File: src/rtl/spi_pkg.sv
// Shared definitions for the SPI responder: FSM state type, SPI mode
// constants and the minimum local-clock to sclk frequency ratio.
package spi_pkg;

   typedef enum logic {
      IDLE   = 1'b0,
      ACTIVE = 1'b1
   } spi_state_e;

   // Mode 0: sclk idles low, data sampled on the rising edge and
   // shifted out on the falling edge.
   localparam logic CPOL = 1'b0;
   localparam logic CPHA = 1'b0;

   // clk must run at least this many times faster than sclk so that every
   // synchronized sclk edge is seen and acted upon before the next one.
   localparam int MIN_CLK_RATIO = 4;

endpackage : spi_pkg

File: src/rtl/sync_edge_det.sv
// Multi-flop synchronizer for one asynchronous input, followed by a
// single-cycle rise/fall pulse generator working on the synchronized level.
module sync_edge_det #(
   parameter int   STAGES  = 2,    // at least 2 flops in the chain
   parameter logic RST_VAL = 1'b0  // idle level of the input
) (
   input  logic clk,
   input  logic reset,
   input  logic din,
   output logic sync_out,
   output logic rise,
   output logic fall
);

   logic [STAGES-1:0] sync_q, sync_d;
   logic              prev_q, prev_d;

   // Next values: shift the input into the chain, keep a copy of the last stage.
   always_comb begin
      sync_d = {sync_q[STAGES-2:0], din};
      prev_d = sync_q[STAGES-1];
   end

   // Synchronizer and edge-detect registers, preset to the line's idle level.
   always_ff @(posedge clk or negedge reset) begin
      if (!reset) begin
         sync_q <= {STAGES{RST_VAL}};
         prev_q <= RST_VAL;
      end else begin
         // NOTE: non-blocking assignments so every flop samples the pre-edge
         // value; blocking here would collapse the chain into one stage.
         sync_q <= sync_d;
         prev_q <= prev_d;
      end
   end

   assign sync_out = sync_q[STAGES-1];
   assign rise     =  sync_q[STAGES-1] & ~prev_q;
   assign fall     = ~sync_q[STAGES-1] &  prev_q;

endmodule : sync_edge_det

File: src/rtl/spi_slave_if.sv
// SPI mode-0 responder. sclk, cs_n and mosi are oversampled in the clk
// domain; received words appear on rx_data with a one-cycle rx_valid, and
// the word to send is preloaded through a single-entry tx buffer.
module spi_slave_if
   import spi_pkg::*;
#(
   parameter int DATA_W      = 8,
   parameter int SYNC_STAGES = 2
) (
   input  logic              clk,
   input  logic              reset,
   input  logic              sclk,
   input  logic              cs_n,
   input  logic              mosi,
   output logic              miso,
   input  logic [DATA_W-1:0] tx_data,
   input  logic              tx_load,
   output logic              tx_ready,
   output logic [DATA_W-1:0] rx_data,
   output logic              rx_valid,
   output logic              busy,
   output logic              tx_underrun
);

   localparam int   CNT_W          = $clog2(DATA_W + 1);
   localparam logic SAMPLE_ON_RISE = (CPOL == CPHA);

   // Synchronized edge pulses; levels are not needed beyond edge detection.
   logic sclk_rise, sclk_fall, sclk_level_unused;
   logic cs_rise, cs_fall, cs_level_unused;

   sync_edge_det #(.STAGES(SYNC_STAGES), .RST_VAL(CPOL)) u_sclk_sync (
      .clk      (clk),
      .reset    (reset),
      .din      (sclk),
      .sync_out (sclk_level_unused),
      .rise     (sclk_rise),
      .fall     (sclk_fall)
   );

   sync_edge_det #(.STAGES(SYNC_STAGES), .RST_VAL(1'b1)) u_cs_sync (
      .clk      (clk),
      .reset    (reset),
      .din      (cs_n),
      .sync_out (cs_level_unused),
      .rise     (cs_rise),
      .fall     (cs_fall)
   );

   // mosi has the same depth as sclk so a sample edge sees the matching bit.
   logic [SYNC_STAGES-1:0] mosi_sync_q, mosi_sync_d;
   logic                   mosi_s;
   assign mosi_s = mosi_sync_q[SYNC_STAGES-1];

   logic sample_edge, shift_edge;
   assign sample_edge = SAMPLE_ON_RISE ? sclk_rise : sclk_fall;
   assign shift_edge  = SAMPLE_ON_RISE ? sclk_fall : sclk_rise;

   spi_state_e        state_q, state_d;
   logic [DATA_W-1:0] rx_shift_q, rx_shift_d;
   logic [DATA_W-1:0] tx_shift_q, tx_shift_d;
   logic [DATA_W-1:0] tx_buf_q, tx_buf_d;
   logic [DATA_W-1:0] rx_data_q, rx_data_d;
   logic [CNT_W-1:0]  bit_cnt_q, bit_cnt_d;
   logic              tx_ready_q, tx_ready_d;
   logic              rx_valid_q, rx_valid_d;
   logic              underrun_q, underrun_d;
   logic              wb_pending_q, wb_pending_d;
   logic              word_load;

   // State register plus all datapath registers.
   always_ff @(posedge clk or negedge reset) begin
      if (!reset) begin
         state_q      <= IDLE;
         mosi_sync_q  <= '0;
         rx_shift_q   <= '0;
         tx_shift_q   <= '0;
         tx_buf_q     <= '0;
         rx_data_q    <= '0;
         bit_cnt_q    <= '0;
         tx_ready_q   <= 1'b1;
         rx_valid_q   <= 1'b0;
         underrun_q   <= 1'b0;
         wb_pending_q <= 1'b0;
      end else begin
         state_q      <= state_d;
         mosi_sync_q  <= mosi_sync_d;
         rx_shift_q   <= rx_shift_d;
         tx_shift_q   <= tx_shift_d;
         tx_buf_q     <= tx_buf_d;
         rx_data_q    <= rx_data_d;
         bit_cnt_q    <= bit_cnt_d;
         tx_ready_q   <= tx_ready_d;
         rx_valid_q   <= rx_valid_d;
         underrun_q   <= underrun_d;
         wb_pending_q <= wb_pending_d;
      end
   end

   // Next state: chip-select edges move between IDLE and ACTIVE.
   always_comb begin
      state_d = state_q;
      case (state_q)
         IDLE:    if (cs_fall) state_d = ACTIVE;
         ACTIVE:  if (cs_rise) state_d = IDLE;
         default: state_d = IDLE;
      endcase
   end

   // A word is loaded into the tx shifter on entry to ACTIVE and on the first
   // shift edge after a completed word.
   assign word_load = ((state_q == IDLE) && cs_fall) ||
                      ((state_q == ACTIVE) && shift_edge && wb_pending_q);

   // Datapath: shifting, word completion, abort, tx buffer handshake.
   always_comb begin
      // NOTE: every signal gets a default before any branch so no path
      // leaves it unassigned, which would otherwise infer a latch.
      mosi_sync_d  = {mosi_sync_q[SYNC_STAGES-2:0], mosi};
      rx_shift_d   = rx_shift_q;
      tx_shift_d   = tx_shift_q;
      tx_buf_d     = tx_buf_q;
      rx_data_d    = rx_data_q;
      bit_cnt_d    = bit_cnt_q;
      tx_ready_d   = tx_ready_q;
      rx_valid_d   = 1'b0;
      underrun_d   = 1'b0;
      wb_pending_d = wb_pending_q;

      if (state_q == ACTIVE && cs_rise) begin
         // Abort: drop any partial word; the tx buffer is left untouched.
         rx_shift_d   = '0;
         bit_cnt_d    = '0;
         wb_pending_d = 1'b0;
      end else if (state_q == ACTIVE) begin
         if (bit_cnt_q == CNT_W'(DATA_W)) begin
            rx_data_d    = rx_shift_q;
            rx_valid_d   = 1'b1;
            bit_cnt_d    = '0;
            wb_pending_d = 1'b1;
         end else if (sample_edge) begin
            rx_shift_d = {rx_shift_q[DATA_W-2:0], mosi_s};
            bit_cnt_d  = bit_cnt_q + 1'b1;
         end
         if (shift_edge) begin
            if (wb_pending_q) wb_pending_d = 1'b0;
            else              tx_shift_d   = {tx_shift_q[DATA_W-2:0], 1'b0};
         end
      end

      if (word_load) begin
         if (tx_ready_q) begin
            tx_shift_d = '0;
            underrun_d = 1'b1;
         end else begin
            tx_shift_d = tx_buf_q;
         end
         tx_ready_d = 1'b1;
      end

      // Written after the word load so a same-cycle load sees the old buffer
      // and the freshly written word leaves the buffer full.
      if (tx_load && tx_ready_q) begin
         tx_buf_d   = tx_data;
         tx_ready_d = 1'b0;
      end
   end

   // Outputs: miso is driven only during a transaction.
   always_comb begin
      busy = (state_q == ACTIVE);
      miso = busy ? tx_shift_q[DATA_W-1] : 1'b0;
   end

   assign tx_ready    = tx_ready_q;
   assign rx_data     = rx_data_q;
   assign rx_valid    = rx_valid_q;
   assign tx_underrun = underrun_q;

endmodule : spi_slave_if

File: config.mk
export PLATFORM = sky130hd
export DESIGN_NAME = spi_slave_if
export DESIGN_NICKNAME = d
export VERILOG_FILES = /design/src/rtl/spi_pkg.sv /design/src/rtl/sync_edge_det.sv /design/src/rtl/spi_slave_if.sv
export SDC_FILE = /design/constraint.sdc
export NUM_CORES = 1
export LEC_CHECK = 0
export BUFFER_PORTS_ARGS = -buffer_cell sky130_fd_sc_hd__buf_2
export CAP_MARGIN = 5
export CELL_PAD_IN_SITES_DETAIL_PLACEMENT = 1
export CELL_PAD_IN_SITES_GLOBAL_PLACEMENT = 2
export CORE_AREA = 2 2 76 78
export CTS_BUF_LIST = sky130_fd_sc_hd__clkbuf_8 sky130_fd_sc_hd__clkbuf_16
export DETAILED_ROUTE_END_ITERATION = 8
export DIE_AREA = 0 0 78 80
export GPL_TIMING_DRIVEN = 0
export PLACE_DENSITY_LB_ADDON = 0.1
export SETUP_SLACK_MARGIN = 0.15
export SLEW_MARGIN = 20
export SYNTH_ARGS = -nofsm -noshare
export SYNTH_HDL_FRONTEND = slang
export SYNTH_SLANG_ARGS = --single-unit
export TNS_END_PERCENT = 30
File: constraint.sdc
create_clock -name clk -period 4.8 [get_ports clk]
set_input_delay 0.96 -clock clk [delete_from_list [all_inputs] [get_ports clk]]
set_output_delay 0.96 -clock clk [all_outputs]
set_load 0.005 [all_outputs]
==> metrics.md, run 1 <==
| Metric | Value |
|---|---|
| Max-Cap Viols | `0` |
| Syn_nets | `200` |
| Final WL | `4720 um` |
| Worst Skew | `8.04 ps` |
| DRC errors left | `0` |
| Core Util, Final | `0.455` |
| Diode count | `0` |
| Final HPWL DP | `3390 um` |
| Min Clock Period, post-route | `roughly 2300 ps` |
| IO Pins | `27` |
| Peak supply drop | `225 uV` |
| Asr flop ratio synth | `1.00` |
| Largest net degree at the start of global routing | `50` |
| Final Hold Viols | `0` |
| RSZ-0062 raised after global routing | `false` |
| Number of library cell types mapped by synthesis | `33` |
| Fill cells | `614` |
| Register bit total from synthesis | `49` |
| Worst-margin pin slew | `approximately 660 ps` |
| CTS Sinks | `49` |
| Area of the multi-input gates | `between 800 and 900 sq um` |
| Fin. max-slew vios | `0` |
| Outcome | `complete, no violations` |
| Leakage power figure | `1.12 nW` |
| Initial Util | `0.397` |
| Count of hold-fix buffers inserted at cts | `0` |
| HP Class | `flop to flop` |
| Mux contribution to synthesized area | `0.0980` |
| Cell count after synthesis | `184` |
| Total track usage | `0.163` |
| # H-tree levels | `2` |
| Synth Area in Simple Gates | `0.137` |
| First-pass GRT wire length | `7960 um` |
| PnR worst setup slack | `between 2000 and 3000 ps` |
| Kind of critical path | `flop to primary output` |
| Register-to-Register Path Depth | `6` |
| Post-Synth Adder-Cell Area | `0.0117` |
| GR Overflow Total | `0` |
| TritonCTS buffer count | `5` |
| NumNets Final | `233` |
| Worst setup EP type | `primary output` |
| Synth Area in Compound Gates | `0.135` |
| CP Max Fanout | `10` |
| 1st-iter DRT viols | `between 60 and 70` |
| Placer Congestion | `0.722` |
| Post-DR wirelength/cell | `~16 um` |
| Crit path DAT | `1300 ps` |
| CP required | `3840 ps` |
| Core area | `5410 sq um` |
| Clock slew at reported path FFs | `about 80 ps` |
| Sequential area share after synthesis | `0.574` |
| Largest family of logic cells by synthesized area | `simple AND/OR/NAND/NOR gates` |
| Clk buf depth | `2` |
| Startpoint Class | `flop` |
| Hold path depth | `0` |
| Vias per inst | `5.34` |
| Reg area | `1230 sq um` |
| Pwr Density | `428 nW/um^2` |
| Tot Pwr | `1.05 mW` |
| Fmax | `between 400 and 500 MHz` |
| PortBufs | `26` |
| Period utilization | `0.471` |
| Share of layout cells above drive strength 1 | `0.206` |
| Root buffer cell | `clkbuf_8` |
| Setup violators final | `0` |
| Synth warn | `0` |
| Number of global-route vias before repair | `1723` |
| Drt pass-1 iters | `4` |
| Most frequent cells in the layout | `dfrtp_1 (45), buf_2 (27), a21oi_1 (19), mux2_1 (16), nor2b_1 (10)` |
| Area grow syn2layout | `14.6%` |
| Chip Width | `just under 80 um` |
| Xor-xnor portion of the synthesized cell area | `0` |
| Worst-skew pair later-pin latency | `290 ps` |
| Die Y | `80 um` |
| Antenna viol nets, final | `0` |
| Post-synth EDFFs | `0` |
| Commonest non-fill, non-tap cell in the layout | `dfrtp_1` |
| Floorplan row count | `27` |
| Pre-CTS worst setup slack | `2840 ps` |
| Setup repair bufs after CTS | `0` |
| Most used DFF post-synth | `dfrtp_1` |
| TritonCTS clock tree | `built` |
| Total die area | `6240 sq um` |
| Vias | `1548` |
| Relative slew margins | `0.558` |
| Initial antenna violation count | `0` |
| Mapped Area | `2140 sq um` |
| Gates resized, CTS repair | `0` |
| Syn Area/Cell | `11.7 sq um` |
| Setup TNS | `0 ps` |
==> cell type report <==
type / count / share of cell area
flip-flops and latches: 49 / 0.501
inverters: 6 / 0.00916
multi-input cells: 116 / 0.332
plain buffers: 13 / 0.0300
repair buffers: 26 / 0.0540
well taps: 72 / 0.0367
clock inverters: 2 / 0.00305
clock buffers: 6 / 0.0336
==> metrics by stage <==
| step | area, sq um | std cells | hold slack [ps] |
|---|---|---|---|
| finish | 2460 | 290 | 354 |
| global route | 2460 | 290 | 365 |
| CTS | 2450 | 290 | 358 |
| detailed placement | 2360 | 282 | 339 |
| global placement | 2360 | 282 | 334 |
| floorplan | 2140 | 184 | 331 |
==> per-layer routing <==
layer  global-route usage  vias up  routed length [um]
met5                    0        -                   0
met4               0.0474        0                  37
met3               0.0351        5                 107
met2                0.291       21                2480
met1                0.198      789                2090
li1                     -      733                   -
==> synthesized netlist by cell type, types with 2 or more instances <==
cell / n / area, sq um
dfrtp_1: 45 / 1130
a21oi_1: 19 / 95.1
mux2_1: 16 / 180
nor2b_1: 10 / 62.6
o21ai_0: 9 / 45.0
nand3_1: 8 / 40.0
o31ai_1: 8 / 60.1
a31oi_1: 7 / 43.8
nand4_1: 7 / 43.8
clkbuf_1: 5 / 18.8
inv_1: 5 / 18.8
dfstp_2: 4 / 105
nand2b_1: 4 / 25.0
buf_1: 3 / 11.3
buf_6: 3 / 33.8
mux2i_1: 3 / 30.0
nand2_1: 3 / 11.3
nor2_1: 3 / 11.3
a32o_1: 2 / 20.0
and3b_1: 2 / 17.5
buf_2: 2 / 10.0
ha_1: 2 / 25.0
nand3b_1: 2 / 15.0
nand4b_1: 2 / 17.5
or4_1: 2 / 15.0
==> final timing paths <==
check | from | slack, ps | to
setup / recovery | busy$_DFF_PN0_ | 2540 | miso
hold / removal | u_sclk_sync.sync_q[0]$_DFF_PN0_ | 350 | u_sclk_sync.sync_q[1]$_DFF_PN0_
setup reg to reg | bit_cnt_q[0]$_DFFE_PN0P_ | 2940 | rx_data[2]$_DFFE_PN0P_
hold reg to reg | u_sclk_sync.sync_q[0]$_DFF_PN0_ | 350 | u_sclk_sync.sync_q[1]$_DFF_PN0_
max in group asynchronous | reset | 3690 | u_sclk_sync.prev_q$_DFF_PN0_
min in group asynchronous | reset | 680 | mosi_sync_q[0]$_DFF_PN0_
==> registers in the layout, indices dropped and copies added (netlist names) <==
signal	cells
busy	1
rx_shift_q	8
u_sclk_sync.prev_q	1
mosi_sync_q	2
rx_valid	1
tx_underrun	1
tx_buf_q	8
u_cs_sync.sync_q	2
u_sclk_sync.sync_q	2
rx_data	8
bit_cnt_q	4
tx_shift_q	8
tx_ready	1
u_cs_sync.prev_q	1
wb_pending_q	1
==> cells by family (layout without fill, tap and decap cells) <==
family                     count (synthesis)  after routing
buffers and inverters                     19             53
AOI/OAI and AO/OA                         48             48
DFF                                       49             49
and+or+nand+nor                           47             47
adders and majority gates                  2              2
muxes                                     19             19
==> where the power goes <==
| part | switching [mW] | internal, mW |
|---|---|---|
| clock network | 0.129 | 0.114 |
| registers | 0.0544 | 0.500 |
| logic | 0.141 | 0.113 |
==> worst max-delay path, stage by stage, from the launching register on <==
cell and delay [ps]:
dfrtp_1 400, buf_6 130, buf_2 180, and2_1 170, buf_2 120
Power figures use the tool's default switching activity.
==> run 2, diff against run 1 <==
--- a/config.mk
+++ b/config.mk
@@ -9,10 +9,10 @@
 export CAP_MARGIN = 5
 export CELL_PAD_IN_SITES_DETAIL_PLACEMENT = 1
 export CELL_PAD_IN_SITES_GLOBAL_PLACEMENT = 2
-export CORE_AREA = 2 2 76 78
+export CORE_AREA = 2 2 79 81
 export CTS_BUF_LIST = sky130_fd_sc_hd__clkbuf_8 sky130_fd_sc_hd__clkbuf_16
 export DETAILED_ROUTE_END_ITERATION = 8
-export DIE_AREA = 0 0 78 80
+export DIE_AREA = 0 0 81 83
 export GPL_TIMING_DRIVEN = 0
 export PLACE_DENSITY_LB_ADDON = 0.1
 export SETUP_SLACK_MARGIN = 0.15
==> constraint.sdc (replaced) <==
create_clock -name clk -period 2.2 [get_ports clk]
set_input_delay 0.44 -clock clk [delete_from_list [all_inputs] [get_ports clk]]
set_output_delay 0.44 -clock clk [all_outputs]
set_load 0.005 [all_outputs]
==> run 2 against run 1 <==
  * Sequential share of layout area shrank 0.15 points
  * Combinational power up 120%
  * Die area increased by 7.7%
  * Cell count increased by 1.0%
  * Setup slack got worse by 2100 ps
  * Critical endpoint is now rx_shift_q[3]$_DFFE_PN0P_
  * Largest cell class unchanged
==> metrics.md, run 2 (synthesis gave the netlist of run 1 again) <==
| Metric | Value |
|---|---|
| Placer Congestion | `between 0.7 and 0.8` |
| PnR worst setup slack | `403 ps` |
| Leakage power figure | `1.12 nW` |
| Pre-CTS worst setup slack | `294 ps` |
| Largest net degree at the start of global routing | `50` |
| Final WL | `4880 um` |
| CP Max Fanout | `10` |
| Max-Cap Viols | `0` |
| Core Util, Final | `0.424` |
| Vias | `1532` |
| Most frequent cells in the layout | `dfrtp_1 (45), buf_2 (27), a21oi_1 (19), mux2_1 (16), nor2b_1 (10)` |
| Worst-skew pair later-pin latency | `300 ps` |
| Floorplan row count | `28` |
| Area grow syn2layout | `14.9%` |
| Commonest non-fill, non-tap cell in the layout | `dfrtp_1` |
| Logic pwr share | `0.247` |
| Clock slew at reported path FFs | `90 ps` |
| Setup violators final | `0` |
| Share of layout cells above drive strength 1 | `0.211` |
| Clk buf depth | `2` |
| Startpoint Class | `flop` |
| CP required | `2360 ps` |
| Reg power frac | `0.523` |
| Number of global-route vias before repair | `about 1700` |
| Fmax | `556 MHz` |
| # H-tree levels | `2` |
| Tot Pwr | `2.30 mW` |
| GR Overflow Total | `0` |
| Post-place instance area | `roughly 2400 sq um` |
| Die Y | `83 um` |
| Kind of critical path | `flop to flop` |
| Fill cells | `680` |
| PortBufs | `26` |
| TritonCTS buffer count | `5` |
| Worst-margin pin slew | `650 ps` |
| Total die area | `6720 sq um` |
| Outcome | `complete, no violations` |
| DRC errors left | `0` |
| Post-DR wirelength/cell | `between 15 and 20 um` |
| NumNets Final | `233` |
| Worst Skew | `5.05 ps` |
| Total track usage | `0.163` |
| Final HPWL DP | `roughly 3400 um` |
| IO Pins | `27` |
| Sw power | `744 uW` |
| Pwr Density | `935 nW/um^2` |
| HP Class | `primary input to async pin` |
| RSZ-0062 raised after global routing | `false` |
| Setup repair bufs after CTS | `0` |
| Int Pwr | `1.56 mW` |
| Period utilization | `0.817` |
| Count of hold-fix buffers inserted at cts | `0` |
| CTS Sinks | `49` |
| Crit path DAT | `1960 ps` |
| Diode count | `0` |
| Sw Share | `0.323` |
| Peak supply drop | `382 uV` |
| Clk network pwr share | `0.230` |
| Drt pass-1 iters | `4` |
| Gates resized, CTS repair | `0` |
| Final Hold Viols | `0` |
| Antenna viol nets, final | `0` |
| Initial Util | `0.369` |
| Core area | `5820 sq um` |
| Initial antenna violation count | `0` |
| TritonCTS clock tree | `built` |
| Root buffer cell | `clkbuf_8` |
| Chip Width | `between 80 and 90 um` |
| Design area | `between 2000 and 2500 sq um` |
| Fin. max-slew vios | `0` |
| Relative slew margins | `0.565` |
| Worst setup EP type | `flop` |
| 1st-iter DRT viols | `38` |
| First-pass GRT wire length | `around 8300 um` |
| Min Clock Period, post-route | `1800 ps` |
| Vias per inst | `5.23` |
| Setup TNS | `0 ps` |
run 2: through the flow:
stage | std cells | hold slack [ps]
4_1_cts | 293 | 217
6_report | 293 | 140
2_1_floorplan | 184 | 144
3_3_place_gp | 285 | 334
5_1_grt | 293 | 196
3_5_place_dp | 285 | 336
run 2: worst paths after layout:
check	slack [ps]	to	start	cells past startpoint
worst min-delay path	140	rx_shift_q[3]$_DFFE_PN0P_	reset	1
worst min register to register	360	mosi_sync_q[1]$_DFF_PN0_	mosi_sync_q[0]$_DFF_PN0_	0
min in group clk	220	u_cs_sync.sync_q[0]$_DFF_PN1_	cs_n	1
worst max-delay path	400	rx_shift_q[3]$_DFFE_PN0P_	u_cs_sync.sync_q[1]$_DFF_PN1_	4
worst max register to register	400	rx_shift_q[3]$_DFFE_PN0P_	u_cs_sync.sync_q[1]$_DFF_PN1_	4
max in group asynchronous	1650	bit_cnt_q[3]$_DFFE_PN0P_	reset	1
run 2: final cells by class:
type / instances / area, sq um / area share
Clock inverter: 3 / 17.5 / 0.00711
Sequential cell: 49 / 1230 / 0.499
Buffer: 13 / 73.8 / 0.0299
Timing Repair Buffer: 26 / 133 / 0.0538
Multi-Input combinational cell: 116 / 825 / 0.335
Inverter: 6 / 22.5 / 0.00914
Tap cell: 75 / 93.8 / 0.0381
Clock buffer: 5 / 68.8 / 0.0279
run 2: power groups by stage:
stage               sequential, mW  clock [mW]  combinational [mW]
floorplan                     1.19           0               0.392
global placement              1.21           0               0.538
detailed placement            1.22           0               0.572
CTS                           1.21       0.553               0.576
global route                  1.23       0.586               0.646
finish                        1.20       0.530               0.569
run 2: per-layer routing:
layer	track usage	up-vias	routed length (um)
met3	0.0391	10	171
met5	0	-	0
met4	0.0586	0	111
met1	0.201	758	2070
met2	0.274	27	2520
li1	-	737	-
run 2: worst max-delay path, cell delays in order (launching register included):
cell and delay [ps]:
dfstp_2 580, nand2b_1 140, clkbuf_1 280, nor2_1 570, a21oi_1 90
==> run 3, diff against run 2 <==
==> constraint.sdc (replaced) <==
create_clock -name clk -period 1.7 [get_ports clk]
set_input_delay 0.34 -clock clk [delete_from_list [all_inputs] [get_ports clk]]
set_output_delay 0.34 -clock clk [all_outputs]
set_load 0.005 [all_outputs]
==> run 3 against run 2 <==
  * Die area is the same
  * Combinational power rose by 78%
  * Maximum frequency increased by 11%
  * Sequential power is 29% higher
  * Flip-flop and latch count is the same
  * Global-route usage increased by 0.65 points
  * Utilization up 3.8 points
  * First-iteration DRC count up 58%
  * Critical endpoint is now tx_shift_q[0]$_DFFE_PN0P_
  * Largest power group unchanged
==> metrics.md, run 3 (synthesis gave the netlist of run 1 again) <==
| Metric | Value |
|---|---|
| RSZ-0062 raised after global routing | `true` |
| Crit path DAT | `1800 ps` |
| Share of layout cells above drive strength 1 | `0.342` |
| PortBufs | `26` |
| Clock slew at reported path FFs | `90 ps` |
| Worst setup EP type | `flop` |
| TritonCTS clock tree | `built` |
| Root buffer cell | `clkbuf_8` |
| NumNets Final | `between 200 and 250` |
| Total die area | `6720 sq um` |
| Worst-skew pair later-pin latency | `300 ps` |
| TritonCTS buffer count | `5` |
| IO Pins | `27` |
| 1st-iter DRT viols | `60` |
| Pwr Density | `1210 nW/um^2` |
| Outcome | `complete, no violations` |
| GR Overflow Total | `0` |
| Floorplan row count | `28` |
| Commonest non-fill, non-tap cell in the layout | `dfrtp_1` |
| Drt pass-1 iters | `4` |
| Chip Width | `81 um` |
| Pre-CTS worst setup slack | `-206 ps` |
| Antenna viol nets, final | `0` |
| Critical Path Max Stage Delay | `560 ps` |
| Initial antenna violation count | `0` |
| Most frequent cells in the layout | `dfrtp_1 (45), buf_2 (26), a21oi_1 (18), mux2_1 (11), nor2b_1 (10)` |
| Worst-path cell chain | `or3b_4 > buf_6 > and2_4 > buf_8 > mux2i_1` |
| Worst path slowest cell | `dfstp_2` |
| PnR worst setup slack | `a little under 90 ps` |
| Initial Util | `0.369` |
| Total track usage | `0.170` |
| Fin. max-slew vios | `0` |
| Vias | `1601` |
| Final WL | `5350 um` |
| Fill cells | `655` |
| Placer Congestion | `between 0.7 and 0.8` |
| Kind of critical path | `flop to flop` |
| HP Class | `primary input to async pin` |
| First-pass GRT wire length | `8650 um` |
| CTS Sinks | `49` |
| Number of global-route vias before repair | `1704` |
| Startpoint Class | `flop` |
| Worst-margin pin slew | `624 ps` |
| Vias per inst | `5.28` |
| Leakage power figure | `approximately 1.2 nW` |
| Setup violators final | `0` |
| Clk buf depth | `2` |
| Period utilization | `0.949` |
| Final HPWL DP | `around 3400 um` |
| Largest net degree at the start of global routing | `50` |
| Core area | `between 5000 and 6000 sq um` |
| CP Max Fanout | `8` |
| Area grow syn2layout | `25.3%` |
| Diode count | `0` |
| Final Hold Viols | `0` |
| Min Clock Period, post-route | `1610 ps` |
| Relative slew margins | `0.584` |
| Die Y | `83 um` |
| Max-Cap Viols | `0` |
| Count of hold-fix buffers inserted at cts | `0` |
| DRC errors left | `0` |
| Worst Skew | `between 4 and 5 ps` |
| CP required | `1880 ps` |
| Post-DR wirelength/cell | `17.7 um` |
| Setup TNS | `0 ps` |
| # H-tree levels | `2` |
| Fmax | `620 MHz` |
| Peak supply drop | `506 uV` |
[run 3: per-layer routing]
layer / wire (um) / track usage / vias to the layer above
met4: 88 / 0.0586 / 0
li1: - / - / 756
met1: 2210 / 0.219 / 801
met5: 0 / 0 / -
met3: 177 / 0.0391 / 11
met2: 2870 / 0.277 / 33
[run 3: what timing repair did]
item,CTS,global route
resized for setup,20,15
setup endpoints to repair,32,30
pin swaps,2,3
cloned,1,1
setup buffers,4,4
[run 3: power breakdown]
group          internal, mW  leakage (nW)  switching (mW)
Clock                 0.288        0.0497           0.397
Sequential             1.41         0.615           0.142
Combinational         0.488         0.549           0.523
Total                  2.19          1.21            1.06
[run 3: critical path, delay by kind of cell, from the launching register on]
| family | cells | cell delay (ps) |
|---|---|---|
| DFF | 1 | 560 |
| and+or+nand+nor | 2 | 550 |
| buffers and inverters | 2 | 270 |
| muxes | 1 | 110 |
[run 3: final cells by class]
class,count,area (sq um),area share
buffer,13,106,0.0396
inverter,6,22.5,0.00838
clock inverter,3,17.5,0.00652
timing repair buffer,35,218,0.0810
sequential,49,1230,0.458
multi-input combinational,117,928,0.346
clock buffer,5,68.8,0.0256
tap,75,93.8,0.0349
[run 3: path summary, 6_finish.rpt]
kind	start	to	slack, ps	depth (start not counted)
max	u_cs_sync.prev_q$_DFF_PN1_	tx_shift_q[0]$_DFFE_PN0P_	90	5
min	reset	rx_shift_q[2]$_DFFE_PN0P_	40	1
max reg2reg	u_cs_sync.prev_q$_DFF_PN1_	tx_shift_q[0]$_DFFE_PN0P_	90	5
min reg2reg	mosi_sync_q[0]$_DFF_PN0_	mosi_sync_q[1]$_DFF_PN0_	350	0
max in group asynchronous	reset	bit_cnt_q[1]$_DFFE_PN0P_	1230	1
min in group clk	cs_n	u_cs_sync.sync_q[0]$_DFF_PN1_	130	1
[run 3: stage by stage]
stage | utilization | instances | instance area (sq um) | hold WS [ps] | power, mW
floorplan | - | 184 | 2140 | 44.4 | 2.05
global placement | 0.407 | 285 | 2370 | 334 | 2.26
detailed placement | 0.407 | 285 | 2370 | 336 | 2.32
CTS | 0.440 | 298 | 2560 | 117 | 3.16
global route | 0.462 | 303 | 2690 | 90.9 | 3.45
finish | 0.462 | 303 | 2690 | 39.9 | 3.25
